## src/rtl/hfast_arb2.sv

```systemverilog
// hfast_arb2: two-client round-robin arbiter onto one HFAST memory port.
// Commands pass combinationally from the winning client to the memory;
// an in-order tag FIFO records which client issued each accepted op so
// that every memory ack (and its rdata) is steered back to its owner.
module hfast_arb2 #(
  parameter int DW     = 256,
  parameter int AW     = 22,
  parameter int TDEPTH = 4
) (
  input  logic              clk,
  input  logic              reset,
  // client 0
  input  logic              c0_opreq,
  output logic              c0_oprdy,
  input  logic              c0_rwbar,
  input  logic [AW-1:0]     c0_addr,
  input  logic [DW/8-1:0]   c0_lanes,
  input  logic [DW-1:0]     c0_wdata,
  output logic              c0_ack,
  output logic [DW-1:0]     c0_rdata,
  // client 1
  input  logic              c1_opreq,
  output logic              c1_oprdy,
  input  logic              c1_rwbar,
  input  logic [AW-1:0]     c1_addr,
  input  logic [DW/8-1:0]   c1_lanes,
  input  logic [DW-1:0]     c1_wdata,
  output logic              c1_ack,
  output logic [DW-1:0]     c1_rdata,
  // shared memory port
  output logic              m_opreq,
  input  logic              m_oprdy,
  output logic              m_rwbar,
  output logic [AW-1:0]     m_addr,
  output logic [DW/8-1:0]   m_lanes,
  output logic [DW-1:0]     m_wdata,
  input  logic              m_ack,
  input  logic [DW-1:0]     m_rdata,
  output logic              err
);

  localparam int PW = $clog2(TDEPTH);
  localparam int CW = PW + 1;

  // Control state: round-robin pointer and tag FIFO bookkeeping.
  logic          rr;
  logic [CW-1:0] count;
  logic [PW-1:0] wptr;
  logic [PW-1:0] rptr;

  // Tag storage only needs the issuing client id: rdata is broadcast to
  // both clients and qualified by ack, so the op direction is not needed
  // to route a completion.
  logic          tag_id [TDEPTH];

  logic full;
  logic empty;
  logic elig0;
  logic elig1;
  logic win_vld;
  logic win_id;
  logic accept;
  logic pop;
  logic head_id;

  assign full  = (count == CW'(TDEPTH));
  assign empty = (count == '0);

  // A full FIFO blocks every grant, even when an ack frees a slot this
  // cycle. Gating with reset keeps all handshakes low while reset is held.
  assign elig0 = reset & c0_opreq & ~full;
  assign elig1 = reset & c1_opreq & ~full;

  // Winner select: a lone eligible client wins, a tie goes to rr.
  always_comb begin
    win_vld = elig0 | elig1;
    win_id  = (elig0 & elig1) ? rr : elig1;
  end

  // Command mux; with no winner win_id is 0 so client 0 drives the bus.
  always_comb begin
    m_opreq = win_vld;
    m_rwbar = win_id ? c1_rwbar : c0_rwbar;
    m_addr  = win_id ? c1_addr  : c0_addr;
    m_lanes = win_id ? c1_lanes : c0_lanes;
    m_wdata = win_id ? c1_wdata : c0_wdata;
  end

  assign accept   = win_vld & m_oprdy;
  assign c0_oprdy = accept & ~win_id;
  assign c1_oprdy = accept &  win_id;

  // Completion routing: an ack with no outstanding tag is dropped.
  assign head_id  = tag_id[rptr];
  assign pop      = reset & m_ack & ~empty;
  assign c0_ack   = pop & ~head_id;
  assign c1_ack   = pop &  head_id;
  assign c0_rdata = m_rdata;
  assign c1_rdata = m_rdata;

  // Pointer, occupancy, round-robin and sticky error updates.
  always_ff @(posedge clk or negedge reset) begin
    if (!reset) begin
      rr    <= 1'b0;
      count <= '0;
      wptr  <= '0;
      rptr  <= '0;
      err   <= 1'b0;
    end else begin
      if (accept) begin
        wptr <= wptr + PW'(1);
        rr   <= ~win_id;
      end
      if (pop) begin
        rptr <= rptr + PW'(1);
      end
      case ({accept, pop})
        2'b10:   count <= count + CW'(1);
        2'b01:   count <= count - CW'(1);
        default: count <= count;
      endcase
      if (m_ack && empty) begin
        err <= 1'b1;
      end
    end
  end

  // Tag payload write; stale entries are never read because count gates pops.
  always_ff @(posedge clk) begin
    if (accept) begin
      tag_id[wptr] <= win_id;
    end
  end

endmodule

```

## config.mk

```make
export PLATFORM = sky130hd
export DESIGN_NAME = hfast_arb2
export DESIGN_NICKNAME = d
export VERILOG_FILES = /design/src/rtl/hfast_arb2.sv
export SDC_FILE = /design/constraint.sdc
export NUM_CORES = 1
export LEC_CHECK = 0
export ABC_AREA = 1
export BUFFER_PORTS_ARGS = -buffer_cell sky130_fd_sc_hd__buf_2
export CORE_AREA = 2 2 669 671
export CTS_CLUSTER_SIZE = 14
export DETAILED_ROUTE_END_ITERATION = 12
export DIE_AREA = 0 0 671 673
export GPL_ROUTABILITY_DRIVEN = 0
export MAX_ROUTING_LAYER = met4
export PLACE_DENSITY = 0.3
export SYNTH_ARGS = -nofsm -noshare
export SYNTH_HDL_FRONTEND = slang
export SYNTH_SLANG_ARGS = --single-unit
```

## constraint.sdc

```tcl
create_clock -name clk -period 5.45 [get_ports clk]
set_input_delay 0.545 -clock clk [delete_from_list [all_inputs] [get_ports clk]]
set_output_delay 0.545 -clock clk [all_outputs]
set_load 0.05 [all_outputs]
```

# Yosys cells after proc, flatten, opt, wreduce, memory -nomap -nowiden
# Memories as Yosys holds them, arrays and structs flattened.
# Index checks and enable logic that the tools add are counted.
dict set report op_classes {
  add_sub_neg 4
  n_mul 0
  div_mod_pow 0
  magnitude_cmp 0
  n_eq_ne 3
  shift 0
  n_mux 8
  bitwise_logic 17
  reduce_logical 3
}
# operator n
set op_table {}
lappend op_table {{$mux 256} 1}
lappend op_table {{$mux 32} 1}
lappend op_table {{$mux 22} 1}
lappend op_table {{$and 1x1->1} 12}
lappend op_table {{$pmux 3 s2} 1}
lappend op_table {{$add 2x1->2 const B} 2}
lappend op_table {{$mux 1} 4}
lappend op_table {{$not 1->1} 4}
lappend op_table {{$add 3x1->3 const B} 1}
lappend op_table {{$eq 3x3->1 const B} 1}
lappend op_table {{$logic_not 3->1} 1}
lappend op_table {{$sub 3x1->3 const B} 1}
lappend op_table {{$eq 2x1->1 const B} 1}
lappend op_table {{$eq 2x2->1 const B} 1}
lappend op_table {{$reduce_bool 2->1} 1}
lappend op_table {{$logic_and 1x1->1} 1}
lappend op_table {{$or 1x1->1} 1}
dict set report word_totals {
  register_bits 9
  latch_bits 0
  ramBits 4
  romBits 0
  out_inout_bits 829
  word_cells 41
  memories 1
}
# memory words width rd rd_clocked_by_memory_dff wr line_no
set mem_list {}
lappend mem_list {tag_id 4 1 1 0 1 54} ;# logic tag_id [TDEPTH];

# Depth between registers and ports, before layout
dict set report depth {
  word_depth 7
  mapped_depth 12
}

# Least setup slack after synthesis
# OpenSTA, ideal clock, no wires.
dict set report synth_path {
  path_type {input port to output port}
  startpoint {in c1_opreq}
  endpoint {out m_wdata[216]}
  arrival_time_ns 1.622
  t_required_ns 4.905
  slack_ns 3.283
  cell_stages 6
  n_path_buf 2
  cell_sequence {nand2_1 -> a21oi_2 -> buf_2 -> buf_2 -> nand3_1 -> nand2_1}
}
dict set report synth_via {
  elab_chain_len 5
}
# element line_no
set synth_lines {}
lappend synth_lines {{from (decl)} 22} ;# input logic c1_opreq,
lappend synth_lines {{$and 1x1->1 * (2 in series)} 72} ;# assign elig1 = reset & c1_opreq & ~full;
lappend synth_lines {{$and 1x1->1} 77} ;# win_id = (elig0 & elig1) ? rr : elig1;
lappend synth_lines {{$mux 1 *} 77}
lappend synth_lines {{$mux 256 *} 86} ;# m_wdata = win_id ? c1_wdata : c0_wdata;
lappend synth_lines {{to (decl)} 36} ;# output logic [DW-1:0] m_wdata,
# Every way passes the cells marked *; elsewhere a longest branch is shown, timed or not.

# Worst setup path in the final report
dict set report layout_path {
  startpoint {reg count[1]}
  endpoint {out m_wdata[132]}
}
dict set report layout_via {
  elab_chain_len 6
  elab_cells_between_ends 7
  classes_between {1 x eq/ne; 2 x mux; 4 x bitwise}
}
# element line_no
set layout_lines {}
lappend layout_lines {{from (decl)} 47} ;# logic [CW-1:0] count;
lappend layout_lines {{from (signal assigned)} 118} ;# 2'b10: count <= count + CW'(1);
lappend layout_lines {{from (signal assigned)} 119} ;# 2'b01: count <= count - CW'(1);
lappend layout_lines {{from (signal assigned)} 120} ;# default: count <= count;
lappend layout_lines {{$eq 3x3->1 *} 66} ;# assign full = (count == CW'(TDEPTH));
lappend layout_lines {{$not 1->1 *} {71, 72}}
lappend layout_lines {{$and 1x1->1 (on tied branches)} {71, 72}}
lappend layout_lines {{$and 1x1->1} 77}
lappend layout_lines {{$mux 1 *} 77}
lappend layout_lines {{$mux 256 *} 86}
# Marked as above.

==> key figures <==
Synthesis
  • Xor/xnor share of the synthesized area: 0.001951
  • Mapped Cells: 1641
  • Synth Area per Inst: 5.472 µm²
  • Synth top area share: 0.4280
  • Main combinational cell family by area after synthesis: buffers and inverters
  • Yosys top cell by area: buf_4
  • Sequential area share after synthesis: 0.03846
  • Number of synthesized register bits: 13
  • Synth area leaders: buf_4, nand2_1, nand3_1
  • Synth warnings: 0
  • Syn Std Cell Area: 8980 µm²
  • Distinct cell type count after synthesis: 19
  • Syn Nets: roughly 2500
  • Synth Area in Simple Gates: 0.4548
  • Synth Area in Compound Gates: 0.003623
  • Synth Area in Adders: 0.009196
  • Mux cell area share after synthesis: 0

Detailed routing
  • # DRC: 0
  • Final ANT Viol Nets: 0
  • Vias: 15840
  • DR pass1 iterations: 6
  • Routed Wire Length: 351.1 mm
  • Routed len/inst: around 43 µm
  • Vias/cell: between 1.5 and 2
  • Starting DRT DRC Count: 1700

Outcome
  • Status: finished, final reports clean

Floorplan
  • Placement Rows: 245
  • Core ar.: 444200 µm²
  • Die height: 673 µm
  • Initial Util: 0.02022
  • DIE WIDTH: 671 µm
  • IO Pins: 1713
  • Die ar.: 451600 µm²

Clocking
  • TritonCTS Buffers: 3
  • CTS clk-pin slew, worst paths: 0.05 ns
  • Hold-fix buffers at CTS: 0
  • CTS Sinks: 13
  • Root Buffer: clkbuf_16
  • Post-CTS sizing: 0
  • Clock Latency Late Sink: ~0.24 ns
  • H-tree depth: 1
  • Post-CTS setup buffer count: 0
  • TritonCTS clock tree: built
  • Clock Tree Buf Depth: 2

Worst setup path
  • CP Capture Type: output port
  • CP Max Fanout: 35
  • Kind of critical path: reg -> out
  • Worst EP arrival: 3.64 ns
  • Critical Path RT: 4.91 ns
  • Critical Path Source Type: flop

GRT
  • Vias in the first global route: 14020
  • Overflow left after global routing: 0
  • Gr usage total: 0.1533
  • Largest net degree at the start of global routing: 107
  • Initial antenna violation count: 330
  • Wire length of the first global-routing pass: 384.5 mm

Final layout
  • NumNets Final: 2890
  • Layout cell share with drive strength beyond 1: 0.4882
  • Commonest non-fill, non-tap cell in the layout: buf_2
  • Commonest cells after routing, fill and taps aside: buf_2, nand2_1, nand3_1
  • Layout area overhead: 97.91%

Timing
  • Post-Route Setup TNS: 0 ns
  • Final Hold Fails: 0
  • Fmax: 0.2392 GHz
  • Slew headroom: 0.3934
  • Max Slew Vio Count: 0
  • Clock Skews: 0.005494 ns
  • Worst Slack Setup Final: roughly 1.3 ns
  • Final min period: 4.181 ns
  • Final setup vio count: 0
  • Tcrit/Tclk final: 0.7672
  • Worst slew pin tran: 0.9073 ns
  • RSZ-0062 raised after global routing: false

Placement
  • DP HPWL: 337.4 mm
  • Dpl ws: about 1.2 ns
  • Port bufs: 944

Power and ir drop
  • Pwr/cell area: 257.5 nW/µm²
  • Leakage power: between 7 and 8 nW
  • VDD IR max: ~150 µV
  • Pwr Total: 4.575 mW

Worst hold path
  • HP Class: in -> async

Flow run
  • Max Cap Violations: 0
## layer usage
metal | up-vias | GRT usage | wire (µm)
li1 | 5649 | - | -
met1 | 7082 | 0.1180 | 95350
met2 | 2525 | 0.2303 | 154800
met3 | 583 | 0.1707 | 87210
met4 | 0 | 0.05383 | 13710
met5 | - | - | 0
## area by class of cell
cell class / instances / area [µm²]
clock buffer: 4 / 78.83
antenna: 245 / 613.1
timing repair buffer: 969 / 5000
tap: 5928 / 7417
sequential: 13 / 345.3
fill: 53450 / 426400
inverter: 21 / 78.83
multi-input combinational: 992 / 4239
## cell families after synthesis
group	Yosys count
XOR/XNOR	2
adder cells (fa/ha/maj)	6
flip-flops	13
buffers and inverters	636
AO/OA/AOI/OAI	5
AND/OR/NAND/NOR	979
## metrics by stage
step / hold slack, ns / utilization / cell area [µm²] / instances
final: 0.2093 / 0.04001 / 17770 / 8172
after global routing: 0.2247 / 0.03990 / 17720 / 8152
after CTS: 0.2233 / 0.03863 / 17160 / 7927
after detailed placement: 0.4673 / 0.03845 / 17080 / 7923
after global placement: 0.4689 / 0.03845 / 17080 / 7923
after floorplan: 0.2494 / - / 8980 / 1641
## power breakdown
part           switching [mW]  leakage, nW  internal (mW)  total [mW]
registers              0.0306        0.144          0.135       0.166
logic                    3.58         6.85          0.691        4.27
clock network          0.0401       0.0397         0.0987       0.139
total                    3.65         7.04          0.925        4.58
## worst paths after layout
path	from	to	slack (ns)	cells past startpoint
worst max-delay path	count[1]$_DFFE_PN0P_	m_wdata[132]	1.27	8
max in group asynchronous	reset	rptr[1]$_DFFE_PN0P_	4.97	1
worst max register to register	count[1]$_DFFE_PN0P_	count[2]$_DFFE_PN0P_	2.87	10
worst min-delay path	reset	count[0]$_DFFE_PN0P_	0.21	1
min in group clk	err$_DFFE_PN0P_	err$_DFFE_PN0P_	0.47	1
worst min register to register	err$_DFFE_PN0P_	err$_DFFE_PN0P_	0.47	1
## flip-flops by register name, indices dropped and copies added (netlist names)
signal and count:
count 3, err 1, rptr 2, rr 1
tag_id 4, wptr 2
## worst max-delay path: stages, from the launching register on
cell     delay, ns
dfrtp_1       0.40
nor2_1        0.29
nand2_4       0.39
nand2_4       0.71
buf_4         0.53
buf_4         0.30
nand2_1       0.10
nand2_1       0.19
buf_2         0.32
## synth_stat cells
master    instances
a21oi_1           1
a21oi_2           1
a31o_2            1
buf_1             2
buf_2            87
buf_4           512
clkbuf_1         14
dfrtp_1           9
edfxtp_1          4
fa_1              1
ha_1              5
inv_1            21
nand2_1         653
nand3_1         314
nand3b_1          1
nand4_1           5
nor2_1            6
o21ai_0           2
xnor2_1           2
Power figures use the tool's default switching activity.
